### config.mk
export PLATFORM = sky130hd
export DESIGN_NAME = shift_right_seq
export DESIGN_NICKNAME = d
export VERILOG_FILES = /design/src/rtl/shift_right_seq.sv
export SDC_FILE = /design/constraint.sdc
export NUM_CORES = 1
export LEC_CHECK = 0
export BUFFER_PORTS_ARGS = -buffer_cell sky130_fd_sc_hd__buf_2
export CORE_ASPECT_RATIO = 1.4
export CORE_MARGIN = 10
export CORE_UTILIZATION = 51
export DETAILED_ROUTE_END_ITERATION = 10
export GPL_TIMING_DRIVEN = 0
export PLACE_DENSITY = 0.86
export SLEW_MARGIN = 10
export SYNTH_ARGS = -nofsm -noshare
export SYNTH_HDL_FRONTEND = slang
export SYNTH_SLANG_ARGS = --single-unit
### constraint.sdc
create_clock -name clk -period 2.33 [get_ports clk]
set_input_delay 0.466 -clock clk [delete_from_list [all_inputs] [get_ports clk]]
set_output_delay 0.466 -clock clk [all_outputs]
set_load 0.02 [all_outputs]
### src/rtl/shift_right_seq.sv
// Sequential right lane shifter: moves a lane word right one lane per cycle,
// back-filling the top lane, with valid/ready handshakes on both sides.
module shift_right_seq #(
    parameter int LANE_W    = 12,
    parameter int LANES     = 8,
    parameter int SHIFT_W   = 3,
    parameter int MAX_SHIFT = 5
) (
    input  logic                      clk,
    input  logic                      rst_n,
    input  logic                      in_valid,
    output logic                      in_ready,
    input  logic [LANE_W*LANES-1:0]   in,
    input  logic [SHIFT_W-1:0]        shift,
    input  logic [LANE_W-1:0]         fill,
    output logic                      out_valid,
    input  logic                      out_ready,
    output logic [LANE_W*LANES-1:0]   out,
    output logic                      out_err
);

    localparam int DATA_W = LANE_W * LANES;

    typedef enum logic [1:0] {
        IDLE  = 2'd0,
        SHIFT = 2'd1,
        DONE  = 2'd2
    } state_t;

    state_t              state_reg;
    state_t              state_next;
    logic [DATA_W-1:0]   data_reg;
    logic [DATA_W-1:0]   data_shifted;
    logic [SHIFT_W-1:0]  count_reg;
    logic [LANE_W-1:0]   fill_reg;
    logic                err_reg;
    logic                accept;
    logic                shift_illegal;

    assign accept        = in_valid && (state_reg == IDLE);
    assign shift_illegal = shift > SHIFT_W'(MAX_SHIFT);

    // One-lane step: lane k takes lane k+1, the top lane takes the fill value.
    genvar gi;
    generate
        for (gi = 0; gi < LANES; gi++) begin : g_lane
            if (gi == LANES - 1) begin : g_top
                assign data_shifted[gi*LANE_W +: LANE_W] = fill_reg;
            end else begin : g_low
                assign data_shifted[gi*LANE_W +: LANE_W] = data_reg[(gi+1)*LANE_W +: LANE_W];
            end
        end
    endgenerate

    always_ff @(posedge clk or negedge rst_n) begin
        if (!rst_n) begin
            state_reg <= IDLE;
        end else begin
            state_reg <= state_next;
        end
    end

    always_comb begin
        state_next = state_reg;
        case (state_reg)
            IDLE: begin
                if (in_valid) begin
                    if (shift_illegal || shift == '0) begin
                        state_next = DONE;
                    end else begin
                        state_next = SHIFT;
                    end
                end
            end
            SHIFT: begin
                if (count_reg == SHIFT_W'(1)) begin
                    state_next = DONE;
                end
            end
            DONE: begin
                if (out_ready) begin
                    state_next = IDLE;
                end
            end
            default: state_next = IDLE;
        endcase
    end

    always_comb begin
        in_ready  = (state_reg == IDLE);
        out_valid = (state_reg == DONE);
    end

    // Illegal shifts capture the word untouched and go straight to DONE.
    always_ff @(posedge clk or negedge rst_n) begin
        if (!rst_n) begin
            data_reg  <= '0;
            count_reg <= '0;
            fill_reg  <= '0;
            err_reg   <= 1'b0;
        end else if (accept) begin
            data_reg  <= in;
            count_reg <= shift;
            fill_reg  <= fill;
            err_reg   <= shift_illegal;
        end else if (state_reg == SHIFT) begin
            data_reg  <= data_shifted;
            count_reg <= count_reg - SHIFT_W'(1);
        end
    end

    assign out     = data_reg;
    assign out_err = err_reg;

endmodule

==> flow_summary.yaml, run 1 <==
clock_tree:
  cts_tree: "built"
  clk_pin_slew_ns: 0.06
  insertion_delay_ns: 0.41
  htree_levels: 4
  postCtsSetupBuffers: 0
  cts_buffers: 17
  clkSinkCount: 114
  clockRootBuffer: "clkbuf_16"
  clockBufferDepth: 2
global_routing:
  antenna_found_initial: 0
  grt_pass1_wl_um: 25600
  gr-max-usage-layer: "met2"
  grt_pass1_vias: 5022
  grtUsageMet3_pct: 12.2
  grt_max_degree: 89
  grt_overflow: 0
  use_met2_pct: 42.1
  grt_usage_pct: 24.2
  use_met1_pct: 23.0
logic_synthesis:
  synth_area_leaders: "dfrtp_1 (59%), nand2_1 (15%), a22oi_1 (15%)"
  syn_area_um2: 4800
  ys_warn_count: 0
  synthCells: 480
  synth.distinct_cells: 25
  avgSynthCellArea_um2: 9.99
  ys_ff_latch: 114
  synth_top_cell_area_share_pct: 59.5
  synth_nets: 597
  yosysTopAreaCell: "dfrtp_1"
  yosysSeqAreaShare_pct: 59.5
place:
  hpwl_um: 13400
  dp_slack_ns: 0.479
  place_congestion: 0.867
  io_buffer_count: 213
cells_and_area:
  largest_reg_flops: 96
  area_delta_synth_final_pct: 37.8
  drive_above_1_share_pct: 37.7
  nets: 831
  fillCellCount: 639
  antennaDiodeCount: 0
  multi_input_area_um2: 1760
  seq_area_um2: 2850
critical_path:
  cp.required_ns: 2.67
  worst_setup_path_end_kind: "flip-flop"
  crit_arrival_ns: 2.16
  setup.worst_path.class: "reg -> reg"
  critPathLaunchType: "flip-flop"
  worst-path-max-fanout: 10
  startpoint: "state_reg[0]$_DFFE_PN0P_"
  worstReg2RegStart: "state_reg[0]$_DFFE_PN0P_"
routing:
  vias: 4591
  wirelength_um: 16700
  detail-route-antenna-nets: 0
  drc: 0
  drtIter0Drc: 196
  first_pass_iters: 5
  viasPerCell: 5.52
  wl_per_cell_um: 20.1
worst_hold_path:
  hp-start: "in[71]"
  min_path_type: "in -> reg"
timing:
  rsz0062_at_grt: "false"
  timing.final.crit_period_ns: 1.82
  fin_setup_tns_ns: 0
  slew_viol_final: 0
  fmax_mhz: 549
  setup_violations: 0
  period_share_pct: 78.1
  hold_viol_final: 0
  worst_pin_slew_ns: 0.651
  fin_worst_skew_ns: 0.0112
  maxSlewHeadroom_pct: 56.6
  finalWorstSetupSlack_ns: 0.510
power:
  switchingPower_mw: 4.84
  internal_power_mw: 6.29
  p_comb_share_pct: 44.4
  swShare_pct: 43.5
  seqPwrFrac_pct: 33.2
  p_clk_share_pct: 22.4
  p_leak_nw: 3.64
  powerDensity_nw_per_um2: 1680
  ir_drop_v: 0.00108
die:
  dieWidth_um: 102
  start_util_pct: 52.8
  dieArea_um2: 13700
  core_area_um2: 9080
  std_cell_rows: 41
  io_pins: 214
  die-height_um: 135
run:
  drv_cap: 0
outcome:
  status: "finished clean"
-- what timing repair did --
item | 4_1_cts | 5_1_grt
hold buffers | 1 | 0
hold endpoints to repair | 26 | 0
gates resized for setup | 0 | 0
-- synth_stat cells (all sizes together) --
master and count:
a21oi 1, xor2 1, nand3b 1, a22oi 96, o21bai 1, mux2 12
clkbuf 17, o21ai 3, nand3 1, buf 18, nor3b 1, nand4b 1
nand2 195, a221o 3, dfrtp 114, ha 2, nor3 1, nor2b 2
nand2b 1, inv 5, or3 1, nor2 3
-- stage by stage --
stage	power (mW)	cell area, µm²	util (%)	instances	hold WS (ns)
finish	11.1	6610	72.8	831	0.289
detailed placement	8.67	6030	66.4	801	0.345
CTS	11.2	6610	72.8	831	0.275
global route	11.8	6610	72.8	831	0.282
global placement	8.45	6000	66.0	800	0.451
floorplan	6.72	4800	-	480	0.170
-- power by group through the flow --
stage,registers (mW),logic (mW),clock network (mW)
after floorplan,4.51,2.22,0
after global placement,3.63,4.82,0
after detailed placement,3.71,4.96,0
after CTS,3.68,4.98,2.52
after global routing,3.81,5.40,2.61
final,3.69,4.94,2.49
-- area by class of cell --
cell class | instances | area share, %
Timing Repair Buffer | 215 | 16.8
Inverter | 5 | 0.284
Clock inverter | 6 | 1.21
Multi-Input combinational cell | 326 | 26.6
Sequential cell | 114 | 43.2
Tap cell | 107 | 2.03
Clock buffer | 23 | 7.38
Buffer | 35 | 2.50
-- routing by layer --
metal | part of all wire (%) | wire length (µm)
met3 | 13 | 2180
met4 | 3.0 | 506
met5 | 0 | 0
met1 | 34 | 5610
met2 | 50 | 8380
-- worst paths after layout --
check                                 endpoint  depth (start not counted)  slack, ns
setup reg to reg            out[3]$_DFFE_PN0P_                          5       0.51
max in group asynchronous  out[32]$_DFFE_PN0P_                          3       1.14
hold reg to reg             out[6]$_DFFE_PN0P_                          2       0.47
hold / removal             out[71]$_DFFE_PN0P_                          3       0.29
min in group asynchronous   out[3]$_DFFE_PN0P_                          2       0.50
setup / recovery            out[3]$_DFFE_PN0P_                          5       0.51
-- layout by cell type (no fill, tap or decap) --
cell type / count
buf_2: 226
nand2_1: 195
dfrtp_1: 114
a22oi_1: 96
clkbuf_1: 18
clkbuf_16: 17
mux2_2: 12
inv_1: 5
buf_4: 4
clkbuf_8: 4
clkinv_2: 4
nor2_1: 3
a221o_1: 3
nor2b_1: 2
o21ai_0: 2
ha_1: 2
bufinv_16: 2
nor3b_4: 1
clkbuf_2: 1
o21bai_1: 1
nand2b_1: 1
or3_1: 1
nand4b_1: 1
a21oi_1: 1
nor3_1: 1
nand3b_1: 1
xor2_1: 1
nand3_1: 1
o21ai_1: 1
dlygate4sd3_1: 1
buf_6: 1
buf_16: 1
-- critical path, cell delays in order, from the launching register on --
cell      delay, ns
dfrtp_1        0.35
buf_2          0.17
nor3b_4        0.36
clkbuf_1       0.55
a22oi_1        0.23
nand2_1        0.09
-- kinds of logic after synthesis --
group,after synthesis,synth area share (%)
AND/OR/NAND/NOR,207,17.0
flip-flops,114,59.5
AO/OA/AOI/OAI,104,16.2
buffers and inverters,40,3.83
multiplexers,12,2.82
adder cells (fa/ha/maj),2,0.522
XOR/XNOR,1,0.183
Note: power is estimated with default switching activity, not from simulation.
==> run 2, diff against run 1 <==
--- a/config.mk
+++ b/config.mk
@@ -5,13 +5,14 @@
 export SDC_FILE = /design/constraint.sdc
 export NUM_CORES = 1
 export LEC_CHECK = 0
+export ABC_AREA = 1
 export BUFFER_PORTS_ARGS = -buffer_cell sky130_fd_sc_hd__buf_2
 export CORE_ASPECT_RATIO = 1.4
 export CORE_MARGIN = 10
-export CORE_UTILIZATION = 51
+export CORE_UTILIZATION = 43
 export DETAILED_ROUTE_END_ITERATION = 10
 export GPL_TIMING_DRIVEN = 0
-export PLACE_DENSITY = 0.86
+export PLACE_DENSITY = 0.76
 export SLEW_MARGIN = 10
 export SYNTH_ARGS = -nofsm -noshare
 export SYNTH_HDL_FRONTEND = slang
==> constraint.sdc (replaced) <==
create_clock -name clk -period 1.57 [get_ports clk]
set_input_delay 0.314 -clock clk [delete_from_list [all_inputs] [get_ports clk]]
set_output_delay 0.314 -clock clk [all_outputs]
set_load 0.02 [all_outputs]
==> flow_summary.yaml, run 2 <==
outcome:
  status: "finished clean"
global_routing:
  gr-max-usage-layer: "met2"
  antenna_found_initial: 0
  use_met2_pct: 35.3
  grt_pass1_wl_um: 26800
  grt_usage_pct: 20.4
  grtUsageMet3_pct: 8.72
  grt_pass1_vias: 5121
  grt_max_degree: 71
  grt_overflow: 0
  use_met1_pct: 21.9
place:
  hpwl_um: 13500
  dp.cells: 969
  io_buffer_count: 213
  place_congestion: 0.863
power:
  ir_drop_v: 0.00123
  internal_power_mw: 9.43
  p_clk_share_pct: 25.2
  powerDensity_nw_per_um2: 2370
  switchingPower_mw: 7.02
  p_comb_share_pct: 42.1
  swShare_pct: 42.7
  p_leak_nw: 3.81
  seqPwrFrac_pct: 32.7
critical_path:
  cp.required_ns: 1.26
  crit_arrival_ns: 1.20
  max_stage_delay_ns: 0.46
  crit_slowest_cell: "dfrtp_2"
  critPathLaunchType: "flip-flop"
  worst_setup_path_end_kind: "output port"
  setup.worst_path.class: "reg -> out"
  path_cells: "nor2_4 > buf_2"
  worst-path-max-fanout: 5
logic_synthesis:
  synthCells: 611
  synth.distinct_cells: 18
  ys_warn_count: 0
  syn_area_um2: 4950
  synthArstFlopShare_pct: 100
  netlist_top_cells_count: "nand2_1 (340), dfrtp_1 (114), nand3_1 (99), clkbuf_1 (16), buf_4 (13)"
  synth_area_leaders: "dfrtp_1 (58%), nand2_1 (26%), nand3_1 (10%)"
  synth_nets: 728
  yosys.cell_count.top_type: "nand2_1"
  synth_flop_cell: "dfrtp_1"
  synth_top_cell_area_share_pct: 57.6
  avgSynthCellArea_um2: 8.11
  ys_ff_latch: 114
  yosysSeqAreaShare_pct: 57.6
  yosysTopAreaCell: "dfrtp_1"
  synth_edf_count: 0
cells_and_area:
  area_delta_synth_final_pct: 39.9
  antennaDiodeCount: 0
  finalNonFillerCells: 1003
  seq_area_um2: 2860
  multi_input_area_um2: 1900
  final_cell_mix: "nand2_1 (340), buf_2 (216), dfrtp_1 (112), nand3_1 (99), clkbuf_16 (17)"
  largest_reg_flops: 96
  fillCellCount: 1059
  final_common_cell: "nand2_1"
  drive_above_1_share_pct: 32.7
  nets: 963
routing:
  drc: 0
  vias: 4877
  first_pass_iters: 4
  wirelength_um: 16800
  detail-route-antenna-nets: 0
  drtIter0Drc: 179
  viasPerCell: 4.86
  wl_per_cell_um: 16.7
die:
  start_util_pct: 43.9
  io_pins: 214
  std_cell_rows: 46
  core_area_um2: 11300
  dieWidth_um: 111
  dieArea_um2: 16300
  die-height_um: 147
timing:
  hold_viol_final: 0
  fmax_mhz: 661
  period_share_pct: 96.4
  setup_violations: 0
  timing.final.crit_period_ns: 1.51
  fin_worst_skew_ns: 0.00764
  slew_viol_final: 0
  maxSlewHeadroom_pct: 66.4
  holdWs_ns: 0.0988
  worst_pin_slew_ns: 0.504
clock_tree:
  clockRootBuffer: "clkbuf_16"
  cts_tree: "built"
  insertion_delay_ns: 0.40
  clkSinkCount: 114
  htree_levels: 4
  clockBufferDepth: 2
  clk_pin_slew_ns: 0.06
  cts_buffers: 17
run:
  drv_cap: 0
worst_hold_path:
  min_path_type: "in -> reg"
## run 2: cell types whose count changed after synthesis, moves of 9 or more
cell     delta
mux2_2     -12
nand3_1    +98
buf_2      -10
nand2_1   +145
buf_4       +9
a22oi_1    -96
## run 2: logic make-up (layout without fill, tap and decap cells)
kind of cell             count (synthesis)  count (layout)  share of synthesized area (%)
adder cells (fa/ha/maj)                  2               2                          0.505
buffers and inverters                   43             291                           4.35
AO/OA/AOI/OAI                            6               6                          0.884
XOR/XNOR                                 1               1                          0.177
flip-flops                             114             114                           57.6
AND/OR/NAND/NOR                        445             445                           36.5
## run 2: stage by stage
step            TNS, ns  worst slack, ns  area [µm²]  utilization, %  power [mW]
2_1_floorplan         0            0.170        4950               -        9.62
3_3_place_gp    -146.80            -1.29        6200            54.9        12.2
3_5_place_dp      -1.58          -0.0604        6230            55.2        12.3
4_1_cts         -0.0226          -0.0226        6890            61.1        16.5
5_1_grt        -0.00336         -0.00179        6930            61.4        17.6
6_report              0           0.0563        6930            61.4        16.5
## run 2: final timing paths
path	slack, ns	from	depth (start not counted)	endpoint
setup / recovery	0.06	state_reg[0]$_DFFE_PN0P_	2	in_ready
hold / removal	0.1	fill[3]	3	fill_reg[3]$_DFFE_PN0P_
setup reg to reg	0.07	state_reg[0]$_DFFE_PN0P_	5	out[26]$_DFFE_PN0P_
hold reg to reg	0.48	fill_reg[6]$_DFFE_PN0P_	2	fill_reg[6]$_DFFE_PN0P_
max in group asynchronous	0.46	rst_n	3	state_reg[0]$_DFFE_PN0P_
min in group asynchronous	0.40	rst_n	2	out[13]$_DFFE_PN0P_
## run 2: layer usage
layer	routed length [µm]	vias to the layer above
met5	0	-
met4	276	0
met3	1650	20
met2	8440	207
met1	6430	2243
li1	-	2407
## run 2: what timing repair did
action | 4_1_cts | 5_1_grt
gates resized for setup | 3 | 18
buffers inserted | 0 | 1
endpoints found under the hold margin | 44 | 0
pin swaps | 0 | 1
hold buffers | 1 | 0
setup endpoints to repair | 88 | 102
## run 2: area by class of cell
class	count	share of cell area, %
sequential	114	41.2
multi-input combinational	454	27.4
timing repair buffer	216	16.3
clock buffer	20	6.59
buffer	33	2.78
clock inverter	12	2.62
tap	144	2.60
inverter	10	0.542
## run 2: worst max-delay path: cells and delay by family, from the launching register on
family / cells / cell delay [ns]
buffers and inverters: 1 / 0.18
DFF: 1 / 0.46
and+or+nand+nor: 1 / 0.16
## run 2: power by group through the flow
stage	Combinational [mW]	Clock [mW]	Sequential, mW
finish	6.93	4.14	5.39
CTS	6.98	4.17	5.38
floorplan	2.93	0	6.69
detailed placement	6.94	0	5.40
global route	7.70	4.32	5.60
global placement	6.82	0	5.37
==> run 3, diff against run 2 <==
--- a/config.mk
+++ b/config.mk
@@ -5,14 +5,13 @@
 export SDC_FILE = /design/constraint.sdc
 export NUM_CORES = 1
 export LEC_CHECK = 0
-export ABC_AREA = 1
 export BUFFER_PORTS_ARGS = -buffer_cell sky130_fd_sc_hd__buf_2
 export CORE_ASPECT_RATIO = 1.4
 export CORE_MARGIN = 10
 export CORE_UTILIZATION = 43
 export DETAILED_ROUTE_END_ITERATION = 10
 export GPL_TIMING_DRIVEN = 0
-export PLACE_DENSITY = 0.76
+export PLACE_DENSITY = 0.77
 export SLEW_MARGIN = 10
 export SYNTH_ARGS = -nofsm -noshare
 export SYNTH_HDL_FRONTEND = slang
==> flow_summary.yaml, run 3 (same netlist as run 1, synthesis figures left out) <==
outcome:
  status: "finished clean"
critical_path:
  critPathLaunchType: "flip-flop"
  cp.required_ns: 1.26
  setup.worst_path.class: "reg -> out"
  worst-path-max-fanout: 8
  crit_slowest_cell: "dfrtp_2"
  max_stage_delay_ns: 0.47
  path_cells: "nor2b_2 > buf_4"
  crit_arrival_ns: 1.22
  worst_setup_path_end_kind: "output port"
timing:
  rsz0062_at_grt: "false"
  setup_violations: 0
  maxSlewHeadroom_pct: 60.4
  timing.final.crit_period_ns: 1.53
  hold_viol_final: 0
  slew_viol_final: 0
  holdWs_ns: 0.134
  finalWorstSetupSlack_ns: 0.0368
  fmax_mhz: 652
  period_share_pct: 97.7
  fin_worst_skew_ns: 0.00980
  worst_pin_slew_ns: 0.594
cells_and_area:
  nets: 832
  utilization_pct: 63.0
  area_delta_synth_final_pct: 42.6
  largest_reg_flops: 96
  fin_area_um2: 6840
  drive_above_1_share_pct: 41.2
  final_cell_mix: "buf_2 (212), nand2_1 (195), dfrtp_1 (113), a22oi_1 (93), clkbuf_16 (17)"
  final_common_cell: "buf_2"
  antennaDiodeCount: 0
power:
  ir_drop_v: 0.00143
  powerDensity_nw_per_um2: 2530
  p_leak_nw: 3.74
routing:
  detail-route-antenna-nets: 0
  first_pass_iters: 5
  drc: 0
  wirelength_um: 17200
  vias: 4614
  drtIter0Drc: 216
  wl_per_cell_um: 19.8
  viasPerCell: 5.31
global_routing:
  grt_max_degree: 64
  grt_pass1_wl_um: 26300
  grt_usage_pct: 21.2
  grt_overflow: 0
  grt_pass1_vias: 4913
  antenna_found_initial: 0
place:
  hpwl_um: 13500
  dp_slack_ns: -0.215
  io_buffer_count: 213
  place_congestion: 0.904
  placed_cell_area_um2: 6070
run:
  drv_cap: 0
die:
  io_pins: 214
  std_cell_rows: 45
  die-height_um: 145
  dieArea_um2: 15800
  core_area_um2: 10900
  dieWidth_um: 109
  start_util_pct: 44.1
clock_tree:
  clk_pin_slew_ns: 0.06
  clkSinkCount: 114
  insertion_delay_ns: 0.41
  cts_buffers: 17
  cts_tree: "built"
  clockRootBuffer: "clkbuf_16"
  clockBufferDepth: 2
  htree_levels: 4
worst_hold_path:
  min_path_type: "in -> reg"
## run 3: what timing repair did
item / in CTS / in global routing
hold endpoints to repair: 62 / 0
hold buffers: 1 / 0
setup buffers: 3 / 0
resized for setup: 24 / 32
endpoints found under the setup margin: 103 / 80
pin swaps: 1 / 0
## run 3: per-stage QoR
stage	total power, mW	cells	setup TNS, ns
global placement	12.7	834	-140.27
CTS	17.2	871	-0.920
floorplan	9.98	480	0
global route	18.4	869	0
detailed placement	12.9	835	-13.30
finish	17.3	869	0
## run 3: critical path, delay by kind of cell (launching register included)
kind / cells / cell delay, ns
buffers and inverters: 1 / 0.15
AND/OR/NAND/NOR: 1 / 0.19
flip-flops: 1 / 0.47
## run 3: path summary, 6_finish.rpt
check,from,to,slack (ns),depth (start not counted)
min reg2reg,out[8]$_DFFE_PN0P_,out[8]$_DFFE_PN0P_,0.47,2
min,fill[10],fill_reg[10]$_DFFE_PN0P_,0.13,2
min in group asynchronous,rst_n,out[14]$_DFFE_PN0P_,0.48,2
max,state_reg[1]$_DFFE_PN0P_,out_valid,0.04,2
max reg2reg,state_reg[0]$_DFFE_PN0P_,fill_reg[3]$_DFFE_PN0P_,0.05,5
max in group asynchronous,rst_n,out[71]$_DFFE_PN0P_,0.43,3
## run 3: final cells by class
| type | instances | area [µm²] |
|---|---|---|
| Clock buffer | 19 | 443 |
| Fill cell | 914 | 4020 |
| Sequential cell | 114 | 2850 |
| Inverter | 5 | 18.8 |
| Timing Repair Buffer | 218 | 1130 |
| Buffer | 33 | 245 |
| Clock inverter | 13 | 185 |
| Tap cell | 141 | 176 |
| Multi-Input combinational cell | 326 | 1790 |
## run 3: power breakdown
group | leakage (nW) | internal (mW) | switching, mW
Clock | 0.303 | 2.69 | 1.36
Combinational | 2.02 | 2.77 | 4.95
Sequential | 1.42 | 4.38 | 1.14
Total | 3.74 | 9.85 | 7.45
## run 3: metal layers
metal  wire length [µm]  share of wire [%]  up-vias  track usage (%)
li1                   -                  -     2127                -
met1               6170                 36     2206             22.0
met2               8410                 49      244             35.5
met3               2140                 12       37             9.92
met4                442                2.6        0             8.55
met5                  0                  0        -                0
